[config.mk]
export PLATFORM = sky130hd
export DESIGN_NAME = pipe_ctrl_flat
export DESIGN_NICKNAME = d
export VERILOG_FILES = /design/src/rtl/pipe_ctrl_pkg.sv /design/src/rtl/pipe_ctrl_if.sv /design/src/rtl/stall_wdt.sv /design/src/rtl/pipe_ctrl.sv /design/src/flat_wrapper.sv
export SDC_FILE = /design/constraint.sdc
export NUM_CORES = 1
export LEC_CHECK = 0
export ABC_AREA = 1
export BUFFER_PORTS_ARGS = -buffer_cell sky130_fd_sc_hd__buf_2
export CAP_MARGIN = 20
export CORE_MARGIN = 5
export CORE_UTILIZATION = 41
export CTS_BUF_LIST = sky130_fd_sc_hd__clkbuf_16
export DETAILED_ROUTE_END_ITERATION = 12
export GPL_ROUTABILITY_DRIVEN = 0
export PLACE_DENSITY_LB_ADDON = 0.25
export SYNTH_ARGS = -nofsm -noshare
export SYNTH_HDL_FRONTEND = slang
export SYNTH_HIERARCHICAL = 1
export SYNTH_SLANG_ARGS = --single-unit
[constraint.sdc]
create_clock -name clk -period 1.62 [get_ports clk]
set_input_delay 0.081 -clock clk [delete_from_list [all_inputs] [get_ports clk]]
set_output_delay 0.081 -clock clk [all_outputs]
set_load 0.05 [all_outputs]
[src/rtl/pipe_ctrl_pkg.sv]
// pipe_ctrl_pkg: shared stall-bus patterns, request struct and priority helpers
// for the pipeline stall controller.
package pipe_ctrl_pkg;

  localparam int CTRL_W = 6;
  typedef logic [CTRL_W-1:0] ctrl_bus_t;

  localparam logic STOP    = 1'b1;
  localparam logic NO_STOP = 1'b0;

  // Stall vector bit order: 0 PC, 1 IF/ID, 2 ID/EX, 3 EX/MEM, 4 MEM/WB, 5 WB
  localparam ctrl_bus_t STALL_NONE = 6'b000000;
  localparam ctrl_bus_t STALL_IF   = 6'b000011;
  localparam ctrl_bus_t STALL_ID   = 6'b000111;
  localparam ctrl_bus_t STALL_EX   = 6'b001111;
  localparam ctrl_bus_t STALL_MEM  = 6'b011111;

  localparam logic [31:0] ZERO_WORD = 32'h0000_0000;
  localparam logic [31:0] CNT_SAT   = 32'hFFFF_FFFF;

  // Per-stage hold requests, oldest stage in the MSB
  typedef struct packed {
    logic mem;
    logic ex;
    logic id;
    logic fe;
  } stall_req_t;

  // Perf counter slot of each source
  typedef enum logic [1:0] {
    SRC_IF  = 2'd0,
    SRC_ID  = 2'd1,
    SRC_EX  = 2'd2,
    SRC_MEM = 2'd3
  } stall_src_e;

  // Oldest requesting stage wins: it and everything older must hold
  function automatic ctrl_bus_t resolve(input stall_req_t r);
    if (r.mem)     return STALL_MEM;
    else if (r.ex) return STALL_EX;
    else if (r.id) return STALL_ID;
    else if (r.fe) return STALL_IF;
    else           return STALL_NONE;
  endfunction

  // Source charged for a stalled cycle; only meaningful when any request is up
  function automatic stall_src_e winner(input stall_req_t r);
    if (r.mem)     return SRC_MEM;
    else if (r.ex) return SRC_EX;
    else if (r.id) return SRC_ID;
    else           return SRC_IF;
  endfunction

endpackage

[src/rtl/pipe_ctrl_if.sv]
// pipe_ctrl_if: stall request / stall vector / perf bundle between the core
// pipeline (master) and the stall controller (slave).
interface pipe_ctrl_if;
  import pipe_ctrl_pkg::*;

  logic        stallreq_if;
  logic        stallreq_id;
  logic        stallreq_ex;
  logic        stallreq_mem;
  logic        perf_clr;
  ctrl_bus_t   stall;
  logic        wdt_fire;
  logic        wdt_err;
  logic [31:0] cnt_if;
  logic [31:0] cnt_id;
  logic [31:0] cnt_ex;
  logic [31:0] cnt_mem;

  modport master (
    output stallreq_if, stallreq_id, stallreq_ex, stallreq_mem, perf_clr,
    input  stall, wdt_fire, wdt_err, cnt_if, cnt_id, cnt_ex, cnt_mem
  );

  modport slave (
    input  stallreq_if, stallreq_id, stallreq_ex, stallreq_mem, perf_clr,
    output stall, wdt_fire, wdt_err, cnt_if, cnt_id, cnt_ex, cnt_mem
  );

endinterface

[src/rtl/stall_wdt.sv]
// stall_wdt: runaway-stall watchdog. Counts consecutive stalled cycles and
// forces a single-cycle release once WDT_LIMIT is reached. WDT_LIMIT = 0
// removes the counter and keeps the release permanently off.
module stall_wdt #(
  parameter int WDT_LIMIT = 1024,
  parameter int WDT_W     = 16
) (
  input  logic clk,
  input  logic rst,
  input  logic active,
  output logic wdt_force,
  output logic wdt_err
);

  generate
    if (WDT_LIMIT == 0) begin : g_off
      assign wdt_force = 1'b0;
      assign wdt_err   = 1'b0;
    end else begin : g_on
      localparam logic [WDT_W-1:0] LAST = WDT_W'(WDT_LIMIT - 1);

      logic [WDT_W-1:0] wdt_cnt;
      logic             force_nxt;

      // Fire after the LIMIT-th consecutive stalled cycle; never twice in a row
      assign force_nxt = active && !wdt_force && (wdt_cnt == LAST);

      // Count stalled cycles; a gap or a forced release restarts the count.
      // The error flag rises together with the first release so it is
      // visible in the same cycle as wdt_fire.
      always_ff @(posedge clk) begin
        if (!rst) begin
          wdt_cnt   <= '0;
          wdt_force <= 1'b0;
          wdt_err   <= 1'b0;
        end else begin
          if (!active || wdt_force) wdt_cnt <= '0;
          else                      wdt_cnt <= wdt_cnt + 1'b1;
          wdt_force <= force_nxt;
          if (force_nxt) wdt_err <= 1'b1;
        end
      end
    end
  endgenerate

endmodule

[src/rtl/pipe_ctrl.sv]
// pipe_ctrl: resolves per-stage stall requests into the 6-bit stall vector,
// applies the watchdog release, and (with STALL_PERF_EN defined) keeps
// saturating per-source stall-cycle counters cleared by perf_clr.
module pipe_ctrl
  import pipe_ctrl_pkg::*;
#(
  parameter int WDT_LIMIT = 1024,
  parameter int WDT_W     = 16
) (
  input logic        clk,
  input logic        rst,
  pipe_ctrl_if.slave bus
);

  stall_req_t req;
  ctrl_bus_t  raw;
  logic       active;
  logic       wdt_force;
  logic       wdt_err;

  assign req = '{mem: bus.stallreq_mem, ex: bus.stallreq_ex,
                 id:  bus.stallreq_id,  fe: bus.stallreq_if};

  assign raw    = resolve(req);
  assign active = |raw;

  stall_wdt #(
    .WDT_LIMIT (WDT_LIMIT),
    .WDT_W     (WDT_W)
  ) u_wdt (
    .clk       (clk),
    .rst       (rst),
    .active    (active),
    .wdt_force (wdt_force),
    .wdt_err   (wdt_err)
  );

  // Forced release drops every hold for one cycle; otherwise pass raw through
  assign bus.stall    = wdt_force ? STALL_NONE : raw;
  assign bus.wdt_fire = wdt_force;
  assign bus.wdt_err  = wdt_err;

`ifdef STALL_PERF_EN
  logic [3:0][31:0] cnt_q;
  stall_src_e       src;

  assign src = winner(req);

  // Charge each stalled cycle (forced ones included) to the winning source;
  // clear wins over the increment and counters stick at all-ones.
  always_ff @(posedge clk) begin
    if (!rst) begin
      cnt_q <= '0;
    end else if (bus.perf_clr) begin
      cnt_q <= '0;
    end else if (active && (cnt_q[src] != CNT_SAT)) begin
      cnt_q[src] <= cnt_q[src] + 32'd1;
    end
  end

  assign bus.cnt_if  = cnt_q[SRC_IF];
  assign bus.cnt_id  = cnt_q[SRC_ID];
  assign bus.cnt_ex  = cnt_q[SRC_EX];
  assign bus.cnt_mem = cnt_q[SRC_MEM];
`else
  logic perf_clr_unused;
  assign perf_clr_unused = bus.perf_clr;

  assign bus.cnt_if  = ZERO_WORD;
  assign bus.cnt_id  = ZERO_WORD;
  assign bus.cnt_ex  = ZERO_WORD;
  assign bus.cnt_mem = ZERO_WORD;
`endif

endmodule
[src/flat_wrapper.sv]
// flat-port wrapper written by rule: the top's interface ports become plain ports
module pipe_ctrl_flat import pipe_ctrl_pkg::*;
#(
  parameter int WDT_LIMIT = 1024,
  parameter int WDT_W     = 16
)
  (clk, rst, bus_stallreq_if, bus_stallreq_id, bus_stallreq_ex, bus_stallreq_mem, bus_perf_clr, bus_stall, bus_wdt_fire, bus_wdt_err, bus_cnt_if, bus_cnt_id, bus_cnt_ex, bus_cnt_mem);
  pipe_ctrl_if bus_i ();
  input logic clk;
  input logic rst;
  input wire logic [$bits(bus_i.stallreq_if)-1:0] bus_stallreq_if;
  input wire logic [$bits(bus_i.stallreq_id)-1:0] bus_stallreq_id;
  input wire logic [$bits(bus_i.stallreq_ex)-1:0] bus_stallreq_ex;
  input wire logic [$bits(bus_i.stallreq_mem)-1:0] bus_stallreq_mem;
  input wire logic [$bits(bus_i.perf_clr)-1:0] bus_perf_clr;
  output wire logic [$bits(bus_i.stall)-1:0] bus_stall;
  output wire logic [$bits(bus_i.wdt_fire)-1:0] bus_wdt_fire;
  output wire logic [$bits(bus_i.wdt_err)-1:0] bus_wdt_err;
  output wire logic [$bits(bus_i.cnt_if)-1:0] bus_cnt_if;
  output wire logic [$bits(bus_i.cnt_id)-1:0] bus_cnt_id;
  output wire logic [$bits(bus_i.cnt_ex)-1:0] bus_cnt_ex;
  output wire logic [$bits(bus_i.cnt_mem)-1:0] bus_cnt_mem;
  assign bus_i.stallreq_if = bus_stallreq_if;
  assign bus_i.stallreq_id = bus_stallreq_id;
  assign bus_i.stallreq_ex = bus_stallreq_ex;
  assign bus_i.stallreq_mem = bus_stallreq_mem;
  assign bus_i.perf_clr = bus_perf_clr;
  assign bus_stall = bus_i.stall;
  assign bus_wdt_fire = bus_i.wdt_fire;
  assign bus_wdt_err = bus_i.wdt_err;
  assign bus_cnt_if = bus_i.cnt_if;
  assign bus_cnt_id = bus_i.cnt_id;
  assign bus_cnt_ex = bus_i.cnt_ex;
  assign bus_cnt_mem = bus_i.cnt_mem;
  pipe_ctrl #(.WDT_LIMIT(WDT_LIMIT), .WDT_W(WDT_W)) u_core (.clk(clk), .rst(rst), .bus(bus_i));
endmodule
# After elaboration in Yosys (flattened, before gate mapping)
# Cells that the tools add are included.
[op_classes]
reduce_logical = 7
n_eq_ne = 1
bitwise = 1
muxes = 5
n_addsub = 1
[ops]
columns = ["op", "n"]
rows = [
  ["$mux W6", 4],
  ["$add A16 B1 Y16 const B", 1],
  ["$eq A16 B10 Y1 const B", 1],
  ["$reduce_or A6 Y1", 1],
  ["$logic_and A1 B1 Y1", 2],
  ["$logic_not A1 Y1", 2],
  ["$mux W2", 1],
  ["$reduce_or A2 Y1", 1],
  ["$logic_or A1 B1 Y1", 1],
  ["$not A1 Y1", 1],
]
[totals]
in_bits = 7
word_cells = 18
out_inout_bits = 136
regBits = 18

# Longest topological paths before layout
# Gate-level depths: netlist of the first run.
[depth]
word_depth = 8
ltp_mapped = 8
depth_no_buf = 8

# By module
# Netlist of the first run, hierarchy kept.
[by_module_without_submodules]
columns = ["mod", "n_inst", "area_each_um2", "seq_area_each_um2", "cells_each"]
rows = [
  ["pipe_ctrl", 1, 1031.0, 0.0, 142],
  ["stall_wdt", 1, 859.6, 360.3, 120],
]

# Worst setup path before layout of the first run
# OpenSTA, ideal clock, no wires.
[synth_timing]
kind = "reg2out"
start = "reg u_core.u_wdt.wdt_force"
end = "out bus_stall[2]"
path_stages_with_launch = 2
required_ps = 1539
arrival_ps = 1344
n_path_buf = 0
setup_slack_ps = 195
path_cell_list = "dfxtp_1 -> a21oi_1"
[synth_between]
elab_chain_cells = 1
[synth_rtl]
columns = ["element", "line_no", "source"]
rows = [
  ["start, declared", "stall_wdt.sv:11", "output logic wdt_force,"],
  ["start signal, assigned", "stall_wdt.sv:39", "wdt_force <= force_nxt;"],
  ["$mux W6", "pipe_ctrl.sv:39", "assign bus.stall = wdt_force ? STALL_NONE : raw;"],
  ["end, declared", "flat_wrapper.sv:16", "output wire logic [$bits(bus_i.stall)-1:0] bus_stall;"],
]
# No other way between the ends.

# Worst setup path in the final report of the first run
[layout_timing]
start = "reg u_core.u_wdt.g_on.wdt_cnt[0]"
end = "reg u_core.u_wdt.g_on.wdt_cnt[10]"
[layout_between]
elab_chain_cells = 1
[layout_rtl]
columns = ["element", "line_no", "source"]
rows = [
  ["start, declared", "stall_wdt.sv:22", "logic [WDT_W-1:0] wdt_cnt;"],
  ["start signal, assigned", "stall_wdt.sv:38", "else wdt_cnt <= wdt_cnt + 1'b1;"],
  ["$add A16 B1 Y16", "stall_wdt.sv:38", ""],
]
# No other way between the ends.
# A chain may end at the register's enable or synchronous reset.

==> results of run 1 <==
[power by group through the flow]
| stage | registers (mW) | clock network [mW] | logic [mW] |
|---|---|---|---|
| global route | 0.457 | 0.515 | 0.745 |
| floorplan | 0.464 | 0 | 0.938 |
| detailed placement | 0.465 | 0 | 0.710 |
| CTS | 0.455 | 0.504 | 0.710 |
| global placement | 0.465 | 0 | 0.709 |
| finish | 0.456 | 0.482 | 0.722 |
[layout by cell type (no fill, tap or decap)]
cell type,Yosys,routed
ha_1,1,1
a21oi_1,8,8
conb_1,1,129
nand4_1,3,3
nor2_1,25,25
nand2_2,3,3
xor2_1,1,1
inv_2,3,3
nand3_1,7,7
inv_1,16,16
o21ai_1,1,1
nor2_4,3,3
nor2_2,4,4
xnor2_1,1,1
nand2_4,1,1
nand2_1,29,29
buf_2,0,12
o21ai_0,2,2
nand3_2,3,3
o21bai_2,1,1
dfxtp_1,18,18
o21a_1,1,1
clkbuf_16,0,3
[final timing paths]
| check | startpoint | end | slack, ns |
|---|---|---|---|
| worst max-delay path | u_core/u_wdt/g_on.wdt_cnt[0] | u_core/u_wdt/g_on.wdt_cnt[10] | 0.33 |
| worst min-delay path | rst | u_core/u_wdt/wdt_err | 0.06 |
| worst min register to register | u_core/u_wdt/wdt_err | u_core/u_wdt/wdt_err | 0.44 |
| worst max register to register | u_core/u_wdt/g_on.wdt_cnt[0] | u_core/u_wdt/g_on.wdt_cnt[10] | 0.33 |
[routing by layer]
layer	routed length (microns)	GRT usage, %
met1	983	8.31
met2	1360	14.7
met3	474	3.36
met4	31	3.04
met5	0	0
[cell families after synthesis]
logic type | after synthesis | synth area share, %
AOI/OAI and AO/OA | 13 | 3.90
xor gates and xnor gates | 2 | 0.927
adders and majority gates | 1 | 0.662
buffers and inverters | 149 | 55.4
DFF | 18 | 19.1
other | 1 | 0.198
and+or+nand+nor | 78 | 19.9
[synth_stat cells]
cell / n / area share [%]
xor2_1: 1 / 0.46
nand3_2: 3 / 1.6
o21ai_0: 2 / 0.53
o21bai_2: 1 / 0.60
nand2_1: 29 / 5.8
nand3_1: 7 / 1.9
buf_4: 130 / 52
dfxtp_1: 18 / 19
conb_1: 1 / 0.20
nor2_1: 25 / 5.0
o21ai_1: 1 / 0.26
nand2_2: 3 / 0.99
nor2_4: 3 / 1.8
xnor2_1: 1 / 0.46
ha_1: 1 / 0.66
o21a_1: 1 / 0.40
nand2_4: 1 / 0.60
nor2_2: 4 / 1.3
nand4_1: 3 / 0.99
inv_1: 16 / 3.2
inv_2: 3 / 0.60
a21oi_1: 8 / 2.1
[area by class of cell]
| class | count | share of cell area, % |
|---|---|---|
| clock buffers | 3 | 4.71 |
| inverters | 19 | 4.47 |
| well taps | 52 | 4.08 |
| multi-input cells | 223 | 60.4 |
| repair buffers | 12 | 3.76 |
| flip-flops and latches | 18 | 22.6 |
[stage by stage]
step	cell area, sq um	instances	power (mW)
after floorplan	2370	390	1.40
after global placement	1520	324	1.17
after detailed placement	1520	324	1.17
after CTS	1600	327	1.67
after global routing	1600	327	1.72
final	1600	327	1.66
[flip-flops by register name, indices dropped and copies added (netlist names)]
| name | cells |
|---|---|
| u_core/u_wdt/wdt_err | 1 |
| u_core/u_wdt/wdt_force | 1 |
| u_core/u_wdt/g_on.wdt_cnt | 16 |
[worst min-delay path, stage by stage]
cell and delay [ns]:
buf_2 0.09, nand2_1 0.05, nand2_1 0.05
==> flow_summary.ini, run 1 <==
[clock_tree]
cts_resized = 0
cts-root-buf = clkbuf_16
post_cts_buffers = 0
hold_buffers = 0
h-tree-depth = 1
clk_latency_ns = 0.25
clk_path_buf_depth = 2
cts_tree = built
clkTransAtPathRegs_ns = 0.05
cts.sinks = 18
cts_made_buffers = 3

[timing]
period_share_pct = 79.6
fin_ws_ns = 0.331
hold_violations = 0
fin_hold_ws_ns = 0.0583
period_needed_ns = 1.29
setup-violations-final = 0
fin_worst_skew_ns = 0.00202
fin_setup_tns_ns = 0
rsz0062_at_grt = false
max_freq_mhz = 776
slew_violations = 0

[yosys]
netlist_area_sq_um = 1890
synthCells = 262
yosys_warnings = 6
ys_seq_elements = 18
ys_seq_area_share_pct = 19.1
postSynthAreaPerCell_sq_um = 7.22
synthDistinctLibCells = 22

[placed_design]
dp_slack_ns = 0.341
hpwl_microns = 2470
port_buffers = 12

[floorplanning]
dieWidth_microns = 77.9
fp.coreArea_sq_um = 4410
die_area_sq_um = 6070
rows = 24
die_h_microns = 77.9
initial_core_util_pct = 42.8
io_pins = 143

[finish]
drive_gt1_share_pct = 12.0
finish.utilization_pct = 36.1
diodes = 0
seq_area_sq_um = 360
finalNetCount = 285
nFillCells = 478
multi_input_area_sq_um = 963
syn2layout_area_growth_pct = -15.6

[detailed_routing]
antenna_left = 0
wl_per_cell_microns = 8.71
viasPerCell = 3.47
vias = 1134
drcViolationCount = 0
drt_iter0_drc = 19
dr.pass1.iters = 4
drt_wl_total_microns = 2850

[pwr]
power.density_nw_per_um2 = 1040
power.share.clock_pct = 29.1
switching_share_pct = 52.2
power_frac_comb_pct = 43.5
power.internal_mw = 0.794
static-leakage-power_nw = 0.853
ir_worst_vdd_v = 0.000446
p_switching_mw = 0.866
seqPwrFrac_pct = 27.5

[flow_run]
cap_violations = 0

[setup_path]
reg2regPathDepth = 8
start_kind = flip-flop
crit_cells = 8
cp_common_cell = nand2_1
path_cells = ha_1, nand3_1, inv_2, nand2_4, nor2_4, nand2_1, nand2_1, nor2_1
cp_data_arrival_time_ns = 1.44
slowest_delay_ns = 0.37
critPathSlowestCell = dfxtp_1
crit_fanout = 4
critical_path_class = reg2reg
path_delay_family = simple AND/OR/NAND/NOR gates
cp-end-kind = flip-flop
cp_num_buf_inv = 1
crit_required_ns = 1.77

[run_status]
status = finished, final reports clean

[grt]
grt_pass1_vias = 885
grt_max_degree = 10
track_usage_pct = 8.13
grt_pass1_wl_microns = 4080
antenna_found_initial = 0
overflow = 0

[worst_hold_path]
hold_class = in2reg
hold_depth = 3
Power figures use the tool's default switching activity.
==> run 2: changes to the inputs <==
--- a/config.mk
+++ b/config.mk
@@ -9,7 +9,7 @@
 export BUFFER_PORTS_ARGS = -buffer_cell sky130_fd_sc_hd__buf_2
 export CAP_MARGIN = 20
 export CORE_MARGIN = 5
-export CORE_UTILIZATION = 41
+export CORE_UTILIZATION = 37
 export CTS_BUF_LIST = sky130_fd_sc_hd__clkbuf_16
 export DETAILED_ROUTE_END_ITERATION = 12
 export GPL_ROUTABILITY_DRIVEN = 0
==> constraint.sdc (replaced) <==
create_clock -name clk -period 1 [get_ports clk]
set_input_delay 0.05 -clock clk [delete_from_list [all_inputs] [get_ports clk]]
set_output_delay 0.05 -clock clk [all_outputs]
set_load 0.05 [all_outputs]
==> run 2 against run 1 <==
Against the previous run:
- the run now ends with negative setup slack left
- critical path depth fell by 3
- sequential power rose by 61%
- sequential cell count did not move
- global-route usage fell by 0.44 points
- cell area rose by 22%
- clock power rose by 63%
- worst hold slack got worse by 0.0094 ns
- power rose by 65%
- critical endpoint is now bus_stall[1]
- highest routed layer is now met3
==> flow_summary.ini, run 2 (synthesized netlist as in run 1, its figures left out) <==
[run_status]
status = finished, violations left
violations = negative setup slack

[clock_tree]
cts-root-buf = clkbuf_16
h-tree-depth = 1
clk_path_buf_depth = 2
cts_made_buffers = 3
cts_tree = built
clkTransAtPathRegs_ns = 0.05
clk_latency_ns = 0.24
cts.sinks = 18
hold_buffers = 0

[finish]
finalNetCount = 299
final_cell_mix = conb_1, nand2_1, nor2_1
nFillCells = 528
seq_area_sq_um = 390
fin_area_sq_um = 1940
multi_input_area_sq_um = 1080
regMostFlops = u_core/u_wdt/g_on.wdt_cnt
drive_gt1_share_pct = 27.6
syn2layout_area_growth_pct = 2.58
largest_register_ffs = 16
diodes = 0
reg.largest.list = u_core/u_wdt/g_on.wdt_cnt: 16 flops, u_core/u_wdt/wdt_err: 1 flops, u_core/u_wdt/wdt_force: 1 flops
final_common_cell = conb_1
final_cells = 360

[timing]
period_share_pct = 111
max_freq_mhz = 898
period_needed_ns = 1.11
setup-violations-final = 13
hold_violations = 0
fin_hold_ws_ns = 0.0490
fin_worst_skew_ns = 0.00225
fin_ws_ns = -0.114
rsz0062_at_grt = true
fin_setup_tns_ns = -0.614
slew_violations = 0

[detailed_routing]
vias = 1196
wl_per_cell_microns = 8.38
dr.pass1.iters = 4
viasPerCell = 3.32
antenna_left = 0
drcViolationCount = 0
drt_iter0_drc = 19
drt_wl_total_microns = 3020

[grt]
grt_max_degree = 11
track_usage_pct = 7.69
antenna_found_initial = 0
grt_pass1_vias = 994
grt_pass1_wl_microns = 4140
overflow = 0

[placed_design]
postPlaceCellArea_sq_um = 1680
place_inst = 353
hpwl_microns = 2480
port_buffers = 12

[setup_path]
reg2regPathDepth = 8
r2r-end = u_core/u_wdt/g_on.wdt_cnt[10]
slowest_delay_ns = 0.34
start_kind = flip-flop
critPathSlowestCell = dfxtp_4
r2r_slack_ns = -0.08
path_delay_family = buffers and inverters
path_cells = buf_6, inv_2, nand2_2, clkinvlp_4, buf_6
cp_num_buf_inv = 4
crit_required_ns = 0.95
critical_path_class = reg2out
crit_fanout = 5
rr_startpoint = u_core/u_wdt/g_on.wdt_cnt[0]
cp_data_arrival_time_ns = 1.06
cp_common_cell = buf_6
cp-end-kind = primary output

[pwr]
ir_worst_vdd_v = 0.000854
power.density_nw_per_um2 = 1410
static-leakage-power_nw = 0.999

[floorplanning]
rows = 26
die_h_microns = 81.5
io_pins = 143
initial_core_util_pct = 37.5
die_area_sq_um = 6640
fp.coreArea_sq_um = 5040
dieWidth_microns = 81.5

[worst_hold_path]
hold_class = in2reg
holdPathEnd = u_core/u_wdt/wdt_err
min_from = rst
hold_depth = 3

[flow_run]
cap_violations = 0
==> run 2: report_power, final <==
part	internal, mW	total (mW)	switching (mW)
clock	0.531	0.788	0.258
combinational	0.0679	1.22	1.15
sequential	0.720	0.735	0.0144
==> run 2: how the worst max path moves through the flow <==
stage / start / to / cells after the start
after floorplan: u_core/u_wdt/wdt_force / bus_stall[3] / 1
after global placement: u_core/u_wdt/g_on.wdt_cnt[0] / u_core/u_wdt/g_on.wdt_cnt[10] / 8
after detailed placement: u_core/u_wdt/g_on.wdt_cnt[0] / u_core/u_wdt/g_on.wdt_cnt[10] / 8
after CTS: u_core/u_wdt/wdt_force / bus_stall[1] / 5
after global routing: u_core/u_wdt/g_on.wdt_cnt[7] / u_core/u_wdt/g_on.wdt_cnt[10] / 7
final: u_core/u_wdt/wdt_force / bus_stall[1] / 5
==> run 2: repair_timing <==
action                                  CTS  global route
gates cloned                              0             0
endpoints found under the setup margin   19            21
resized for setup                        30            20
setup buffers                             1             2
pin swaps                                 3             5
==> run 2: layout make-up <==
type / count / area share, %
multi-input cells: 223 / 55.8
well taps: 70 / 4.52
repair buffers: 26 / 11.4
clock buffers: 3 / 3.87
inverters: 19 / 4.13
flip-flops and latches: 18 / 20.1
clock inverters: 1 / 0.194
==> run 2: worst register-to-register path, cell delays in order (launching register included) <==
cell and delay [ns]:
dfxtp_4 0.36, ha_4 0.14, nand3_4 0.08, inv_4 0.08
nand2_4 0.07, nor2_4 0.10, nand2_1 0.05, nand2_1 0.05
nor2_1 0.03
==> run 2: stage by stage <==
stage          worst slack [ns]  util, %  power (mW)
2_1_floorplan            -0.131        -        2.28
3_3_place_gp            -0.0995     33.4        1.93
3_5_place_dp             -0.141     33.4        1.93
4_1_cts                  -0.114     36.8        2.76
5_1_grt                  -0.172     38.5        2.85
6_report                 -0.114     38.5        2.74
==> run 2: layer usage <==
layer	up-vias	track usage (%)	wire, microns
met5	-	0	0
met4	0	1.52	0
met3	0	1.64	377
met2	74	13.7	1520
met1	523	9.52	1120
li1	599	-	-
